$ cat src/rtl/cache_mem_arbiter_pkg.sv
// Shared types and defaults for the I/D-cache to cacheline-memory arbiter.
// Packaged as cache_arb_pkg so the arbiter and its grant picker agree on encodings.
package cache_arb_pkg;

  localparam int ADDR_W_DEF   = 32;
  localparam int LINE_W_DEF   = 256;
  localparam int OFFSET_W_DEF = 5;

  // Bit positions inside the 2-bit request / grant vectors.
  localparam int IDX_I = 0;
  localparam int IDX_D = 1;

  typedef enum logic [1:0] {
    ARB_IDLE,
    ARB_I,
    ARB_D,
    ARB_RELEASE
  } arb_state_t;

  typedef enum logic {
    REQ_I = 1'b0,
    REQ_D = 1'b1
  } requester_t;

endpackage

$ cat src/rtl/cache_mem_arbiter_rr_arb2.sv
// Combinational two-way grant picker: round-robin on ties, or D-cache wins ties
// when fixed_prio_i is set. Produces a one-hot (or all-zero) grant.
module rr_arb2
  import cache_arb_pkg::*;
(
  input  logic [1:0] req_i,
  input  requester_t last_grant_i,
  input  logic       fixed_prio_i,
  output logic [1:0] grant_o
);

  always_comb begin
    // NOTE: defaulting every always_comb output first prevents latch inference.
    grant_o = 2'b00;
    case (req_i)
      2'b01: grant_o = 2'b01;
      2'b10: grant_o = 2'b10;
      2'b11: begin
        // On a tie the side that did not win last time goes next.
        if (fixed_prio_i || (last_grant_i == REQ_I)) grant_o = 2'b10;
        else                                          grant_o = 2'b01;
      end
      default: grant_o = 2'b00;
    endcase
  end

endmodule

$ cat src/rtl/cache_mem_arbiter.sv
// Arbitrates the single cacheline memory port between the I-cache and D-cache
// miss paths, holding the winner's registered request until mem_resp.
module cache_mem_arbiter
  import cache_arb_pkg::*;
#(
  parameter int ADDR_W     = ADDR_W_DEF,
  parameter int LINE_W     = LINE_W_DEF,
  parameter int OFFSET_W   = OFFSET_W_DEF,
  parameter bit FIXED_PRIO = 1'b0
) (
  input  logic              clk,
  input  logic              reset_n,

  input  logic              i_read,
  input  logic [ADDR_W-1:0] i_address,
  output logic [LINE_W-1:0] i_rdata,
  output logic              i_resp,

  input  logic              d_read,
  input  logic              d_write,
  input  logic [ADDR_W-1:0] d_address,
  input  logic [LINE_W-1:0] d_wdata,
  output logic [LINE_W-1:0] d_rdata,
  output logic              d_resp,

  output logic              mem_read,
  output logic              mem_write,
  output logic [ADDR_W-1:0] mem_address,
  output logic [LINE_W-1:0] mem_wdata,
  input  logic [LINE_W-1:0] mem_rdata,
  input  logic              mem_resp
);

  localparam logic [ADDR_W-1:0] LINE_MASK = {ADDR_W{1'b1}} << OFFSET_W;

  arb_state_t        state_q, state_d;
  requester_t        last_grant_q, last_grant_d;
  logic              mem_read_q, mem_read_d;
  logic              mem_write_q, mem_write_d;
  logic [ADDR_W-1:0] mem_address_q, mem_address_d;
  logic [LINE_W-1:0] mem_wdata_q, mem_wdata_d;
  logic [LINE_W-1:0] i_rdata_q, i_rdata_d;
  logic [LINE_W-1:0] d_rdata_q, d_rdata_d;

  logic [1:0] req;
  logic [1:0] grant;

  assign req[IDX_I] = i_read;
  assign req[IDX_D] = d_read | d_write;

  rr_arb2 u_rr_arb2 (
    .req_i        (req),
    .last_grant_i (last_grant_q),
    .fixed_prio_i (FIXED_PRIO),
    .grant_o      (grant)
  );

  always_comb begin
    state_d       = state_q;
    last_grant_d  = last_grant_q;
    mem_read_d    = mem_read_q;
    mem_write_d   = mem_write_q;
    mem_address_d = mem_address_q;
    mem_wdata_d   = mem_wdata_q;
    i_rdata_d     = i_rdata_q;
    d_rdata_d     = d_rdata_q;
    i_resp        = 1'b0;
    d_resp        = 1'b0;

    case (state_q)
      ARB_IDLE: begin
        if (grant[IDX_D]) begin
          // A write wins over a simultaneous read; that combination is illegal anyway.
          state_d       = ARB_D;
          last_grant_d  = REQ_D;
          mem_write_d   = d_write;
          mem_read_d    = ~d_write;
          mem_address_d = d_address & LINE_MASK;
          mem_wdata_d   = d_wdata;
        end else if (grant[IDX_I]) begin
          state_d       = ARB_I;
          last_grant_d  = REQ_I;
          mem_read_d    = 1'b1;
          mem_write_d   = 1'b0;
          mem_address_d = i_address & LINE_MASK;
        end
      end

      ARB_I: begin
        if (mem_resp) begin
          i_resp      = 1'b1;
          i_rdata_d   = mem_rdata;
          mem_read_d  = 1'b0;
          mem_write_d = 1'b0;
          state_d     = ARB_RELEASE;
        end
      end

      ARB_D: begin
        if (mem_resp) begin
          d_resp      = 1'b1;
          d_rdata_d   = mem_rdata;
          mem_read_d  = 1'b0;
          mem_write_d = 1'b0;
          state_d     = ARB_RELEASE;
        end
      end

      // One dead cycle lets the burst adaptor settle back to idle.
      ARB_RELEASE: state_d = ARB_IDLE;

      default: state_d = ARB_IDLE;
    endcase
  end

  always_ff @(posedge clk) begin
    if (!reset_n) begin
      // NOTE: the wide line registers are reset too so the memory port and rdata never show X.
      state_q       <= ARB_IDLE;
      last_grant_q  <= REQ_I;
      mem_read_q    <= 1'b0;
      mem_write_q   <= 1'b0;
      mem_address_q <= '0;
      mem_wdata_q   <= '0;
      i_rdata_q     <= '0;
      d_rdata_q     <= '0;
    end else begin
      // NOTE: sequential state uses non-blocking assignments so every register samples pre-edge values.
      state_q       <= state_d;
      last_grant_q  <= last_grant_d;
      mem_read_q    <= mem_read_d;
      mem_write_q   <= mem_write_d;
      mem_address_q <= mem_address_d;
      mem_wdata_q   <= mem_wdata_d;
      i_rdata_q     <= i_rdata_d;
      d_rdata_q     <= d_rdata_d;
    end
  end

  assign mem_read    = mem_read_q;
  assign mem_write   = mem_write_q;
  assign mem_address = mem_address_q;
  assign mem_wdata   = mem_wdata_q;

  // The line is visible in the response cycle itself and held afterwards.
  assign i_rdata = i_resp ? mem_rdata : i_rdata_q;
  assign d_rdata = d_resp ? mem_rdata : d_rdata_q;

  a_d_op_exclusive: assert property (@(posedge clk) disable iff (!reset_n)
    !(d_read && d_write));

  a_resp_only_when_busy: assert property (@(posedge clk) disable iff (!reset_n)
    mem_resp |-> (state_q inside {ARB_I, ARB_D}));

endmodule

$ cat config.mk
export PLATFORM = sky130hd
export DESIGN_NAME = cache_mem_arbiter
export DESIGN_NICKNAME = d
export VERILOG_FILES = /design/src/rtl/cache_mem_arbiter_pkg.sv /design/src/rtl/cache_mem_arbiter_rr_arb2.sv /design/src/rtl/cache_mem_arbiter.sv
export SDC_FILE = /design/constraint.sdc
export NUM_CORES = 2
export LEC_CHECK = 0
export BUFFER_PORTS_ARGS = -buffer_cell sky130_fd_sc_hd__buf_4
export CORE_AREA = 2 2 539 541
export CTS_CLUSTER_DIAMETER = 40
export DETAILED_ROUTE_END_ITERATION = 8
export DIE_AREA = 0 0 541 543
export MAX_ROUTING_LAYER = met4
export SYNTH_ARGS = -nofsm -noshare
export SYNTH_HDL_FRONTEND = slang
export SYNTH_SLANG_ARGS = --single-unit
$ cat constraint.sdc
create_clock -name clk -period 2.5 [get_ports clk]
set_input_delay 0.125 -clock clk [delete_from_list [all_inputs] [get_ports clk]]
set_output_delay 0.125 -clock clk [all_outputs]
set_load 0.03 [all_outputs]
Yosys cells after proc, flatten, opt, wreduce, memory -nomap -nowiden
Cells that the tools add are included.
{ "totals": {"out_inout_bits": 804, "elab_cells": 49, "inputBits": 582, "register_bits": 805} }
{ "op_classes": {"muxes": 21, "n_reduce_logical": 10, "n_eq_ne": 8, "n_bitwise": 2} }
{ "op_table": {"columns": ["operator", "count"], "rows": [
  ["256-bit 2-to-1 mux", 2],
  ["32-bit 2-to-1 mux", 2],
  ["2-bit case mux with 3 select lines", 2],
  ["2-bit AND reduction", 5],
  ["1-bit 2-to-1 mux", 9],
  ["2-bit == test, second input constant", 4],
  ["2-bit 2-to-1 mux", 4],
  ["2-bit by 1-bit == test with 1-bit output, second input constant", 2],
  ["1-bit case mux with 2 select lines", 2],
  ["2-bit nonzero test", 2],
  ["3-bit inequality test, second input constant", 1],
  ["3-bit AND reduction", 1],
  ["2-bit logical NOT", 1],
  ["2-bit by 1-bit inequality test with 1-bit output, second input constant", 1],
  ["2-bit OR reduction", 1],
  ["1-bit NOT", 1],
  ["1-bit bitwise OR", 1]
]} }

Longest topological paths before layout
{ "depth": {"word_depth": 6, "depth_mapped": 8, "mapped_depth_nobuf": 6} }

Cells and area by module
A second synthesis with hierarchy kept.
{ "unflattened": {"cells_unflattened": 2929, "hier_area_um2": 31139.9} }
{ "modules_own_cells": {"columns": ["mod", "area_per_inst_um2", "cells_each", "seq_area_each_um2", "n_inst"], "rows": [
  ["cache_mem_arbiter", 31109.8, 2925, 16015.4, 1],
  ["rr_arb2", 30.0, 4, 0.0, 1]
]} }

Least setup slack after synthesis
Ideal clock, no wire load.
{ "synth_path": {"path_type": "reg-to-reg", "from": "register state_q[0]", "to": "register d_rdata_q[0]", "path_slack_ns": 0.533, "arrival_time_ns": 1.852, "period_less_slack_ns": 1.967, "setup_ns": 0.115, "n_path_buf": 2, "required_ns": 2.385, "path_stages_with_launch": 8, "path_cell_list": "dfxtp_1 > inv_1 > ha_1 > nand2_2 > buf_2 > buf_2 > mux2_1 > and2_1"} }
{ "synth_between": {"elab_chain_len": 2} }
{ "synth_lines": {"columns": ["element", "line", "text"], "rows": [
  ["start, declared", "cache_mem_arbiter.sv:36", "arb_state_t state_q, state_d;"],
  ["start signal, assigned", "cache_mem_arbiter.sv:129", "state_q <= state_d;"],
  ["2-bit == test", "cache_mem_arbiter.sv:70", "case (state_q)"],
  ["2-bit AND reduction (no line)", null, null],
  ["end signal, assigned", "cache_mem_arbiter.sv:136", "d_rdata_q <= d_rdata_d;"],
  ["end, declared", "cache_mem_arbiter.sv:43", "logic [LINE_W-1:0] d_rdata_q, d_rdata_d;"]
]} }
Every way passes these cells.
A chain may end at the register's enable or synchronous reset.

Final worst setup path
{ "layout_path": {"from": "register state_q[1]", "to": "output port i_rdata[15]"} }
{ "layout_between": {"elab_chain_len": 3} }
{ "layout_lines": {"columns": ["element", "line", "text"], "rows": [
  ["2-bit by 1-bit == test with 1-bit output", "cache_mem_arbiter.sv:70", null],
  ["1-bit 2-to-1 mux", "cache_mem_arbiter.sv:70", null],
  ["256-bit 2-to-1 mux", "cache_mem_arbiter.sv:146", "assign i_rdata = i_resp ? mem_rdata : i_rdata_q;"],
  ["end, declared", "cache_mem_arbiter.sv:16", "output logic [LINE_W-1:0] i_rdata,"]
]} }
Every way passes these cells.

==> impl_metrics.toml <==
[status]
outcome = "finished with violations"
violations = "setup timing"

[final_layout]
final_nets = 5622
area_delta_synth_final_pct = 101
final_cells = 9064
final_cell_mix = "1157 x buf_4, 798 x dfxtp_1, 588 x dlygate4sd3_1, 512 x and2_1, 285 x o21ai_0"
layout_commonest_cell = "buf_4"
drive_above_1_share_pct = 44.6

[sta]
setup_ws_ns = -0.142
slew_headroom_pct = 48.4
tightest_slew_ns = 0.772
setup_viol_count_final = 433
period_share_pct = 106
fmax_mhz = 379
drv_slew = 0
rsz0062_at_grt = "true"
setup_tns_ns = -28.90
fin_skew_ns = 0.0788
hold_viol_final = 0
hold_ws_ns = 0.133
layout_min_cycle_time_ns = 2.64

[power_and_ir_drop]
powerDensity_nw_per_um2 = 1130
peakVddDrop_mv = 0.797
power.total_uw = 69900
power.leakage_uw = 0.0269

[grt]
antenna_found_initial = 174
grt_pass1_vias = 31568
grt_max_degree = 151
grt_usage_pct = 15.1
grt_pass1_wl_um = 289000
grt_overflow = 0

[worst_hold_path]
hp-class = "in2reg"
min_path_cells = 4

[floorplanning]
die_area_um2 = 294000
initial_core_util_pct = 10.7
core_area_um2 = 287000
rows = 197
dieHeight_um = 543
die_width_um = 541
io_pins = 1386

[place]
numPortBuffers = 1370
dp.cells = 7972
pre_cts_slack_ns = 0.364
place.gp.congestion = 0.889
hpwl_um = 178000

[detailed_routing]
avgViaCountPerCell = 3.53
ant_nets = 0
firstDrtPassIters = 7
vias = 32020
drc = 0
wl_per_cell_um = 25.3
drtIter0Drc = 1931
drt-total-wl_um = 229000

[clock_tree]
clockBufferDepth = 4
root_buffer = "clkbuf_16"
cts_tree = "yes"
cts_buffers = 175
cts.sinks = 800
clk_latency_ns = 0.86
cts_max_level = 4
clkTransAtPathRegs_ns = 0.05

[critical_path]
end_kind = "output port"
cp.required_ns = 2.38
worst_r2r_path_depth = 9
start_kind = "register"
worstPathArrival_ns = 2.52
crit_fanout = 10
path_class = "reg2out"

[yosys]
yosysUniqueCellTypes = 33
synth_warnings = 0
syn_inst = 3013
avgSynthCellArea_um2 = 10.2
ys_seq_area_share_pct = 52.1
synth_area_um2 = 30800
ys_ff_latch = 800

[flow_run]
max_cap_viol_count = 0
==> worst max-delay path: stages, from the launching register on <==
cell and delay (ns):
dfxtp_4 0.36, inv_4 0.06, ha_4 0.14, nand2_8 0.09, inv_16 0.08, buf_12 0.12, buf_12 0.16, buf_16 0.17
mux2_2 0.37, buf_6 0.15
==> final timing paths <==
check | startpoint | slack, ns | endpoint
setup reg to reg | state_q[1] | 0.05 | mem_wdata[248]
hold / removal | d_wdata[37] | 0.13 | mem_wdata[37]
setup / recovery | state_q[1] | -0.14 | i_rdata[15]
hold reg to reg | mem_wdata[218] | 0.47 | mem_wdata[218]
==> cell type report <==
class | count | area [µm²]
repair inverters | 1 | 11.3
inverters | 6 | 75.1
diodes | 105 | 263
clock inverters | 101 | 1490
multi-input cells | 1939 | 14700
well taps | 3781 | 4730
fillers | 31136 | 226000
repair buffers | 2113 | 19800
flip-flops and latches | 800 | 16000
clock buffers | 218 | 4780
==> cells in the mapped netlist (all sizes together) <==
cell type | n | share of area, %
clkbuf | 178 | 2.2
dfxtp | 800 | 52
mux2i | 3 | 0.098
nand2 | 60 | 0.74
buf | 94 | 1.6
a21oi | 258 | 4.2
or4 | 1 | 0.024
a2bb2oi | 1 | 0.049
o2bb2ai | 1 | 0.028
a211oi | 1 | 0.024
nor2 | 2 | 0.024
or4b | 1 | 0.033
a21boi | 1 | 0.024
o31a | 1 | 0.028
o21ai | 285 | 4.6
nand3 | 257 | 4.2
mux2 | 512 | 19
a31oi | 28 | 0.57
conb | 1 | 0.012
o32ai | 1 | 0.028
and2 | 512 | 10
inv | 6 | 0.073
nor2b | 1 | 0.020
nor3 | 1 | 0.016
nand2b | 1 | 0.020
ha | 4 | 0.16
o22ai | 1 | 0.020
nor4b | 1 | 0.028
==> registers in the layout, summed over array words and instances (netlist names) <==
signal,flops
d_rdata_q,256
mem_read,1
mem_wdata,256
mem_write,1
i_rdata_q,256
last_grant_q,1
state_q,2
mem_address,27
==> power by group <==
part	internal [µW]	switching, µW
sequential	15000	923
combinational	11700	17700
clock	16300	8330
total	42900	26900
==> layer usage <==
| metal | up-vias | track usage, % | wire length (µm) |
|---|---|---|---|
| met5 | - | - | 0 |
| met4 | 0 | 7.73 | 13300 |
| met3 | 439 | 6.40 | 23700 |
| met2 | 1640 | 24.9 | 109000 |
| met1 | 15304 | 15.2 | 83800 |
| li1 | 14637 | - | - |
==> repair_timing <==
item | CTS | global route
hold buffers | 588 | 0
pin swaps | 4 | 4
buffers inserted | 35 | 19
hold endpoints to repair | 800 | 0
endpoints found under the setup margin | 514 | 512
gates resized for setup | 336 | 356
cloned | 24 | 13
==> kinds of logic after synthesis <==
family	Yosys count	share of synthesized area [%]
AO/OA/AOI/OAI	578	9.61
adder cells (fa/ha/maj)	4	0.163
buffers and inverters	278	3.83
flip-flops	800	52.1
multiplexers	515	18.8
other	1	0.0122
AND/OR/NAND/NOR	837	15.5
==> per-stage QoR <==
step / utilization (%) / area (µm²)
4_1_cts: 20.9 / 60100
3_3_place_gp: 15.9 / 45700
6_report: 21.5 / 61900
5_1_grt: 21.5 / 61800
3_5_place_dp: 15.9 / 45700
2_1_floorplan: - / 30800
Power figures use the tool's default switching activity.
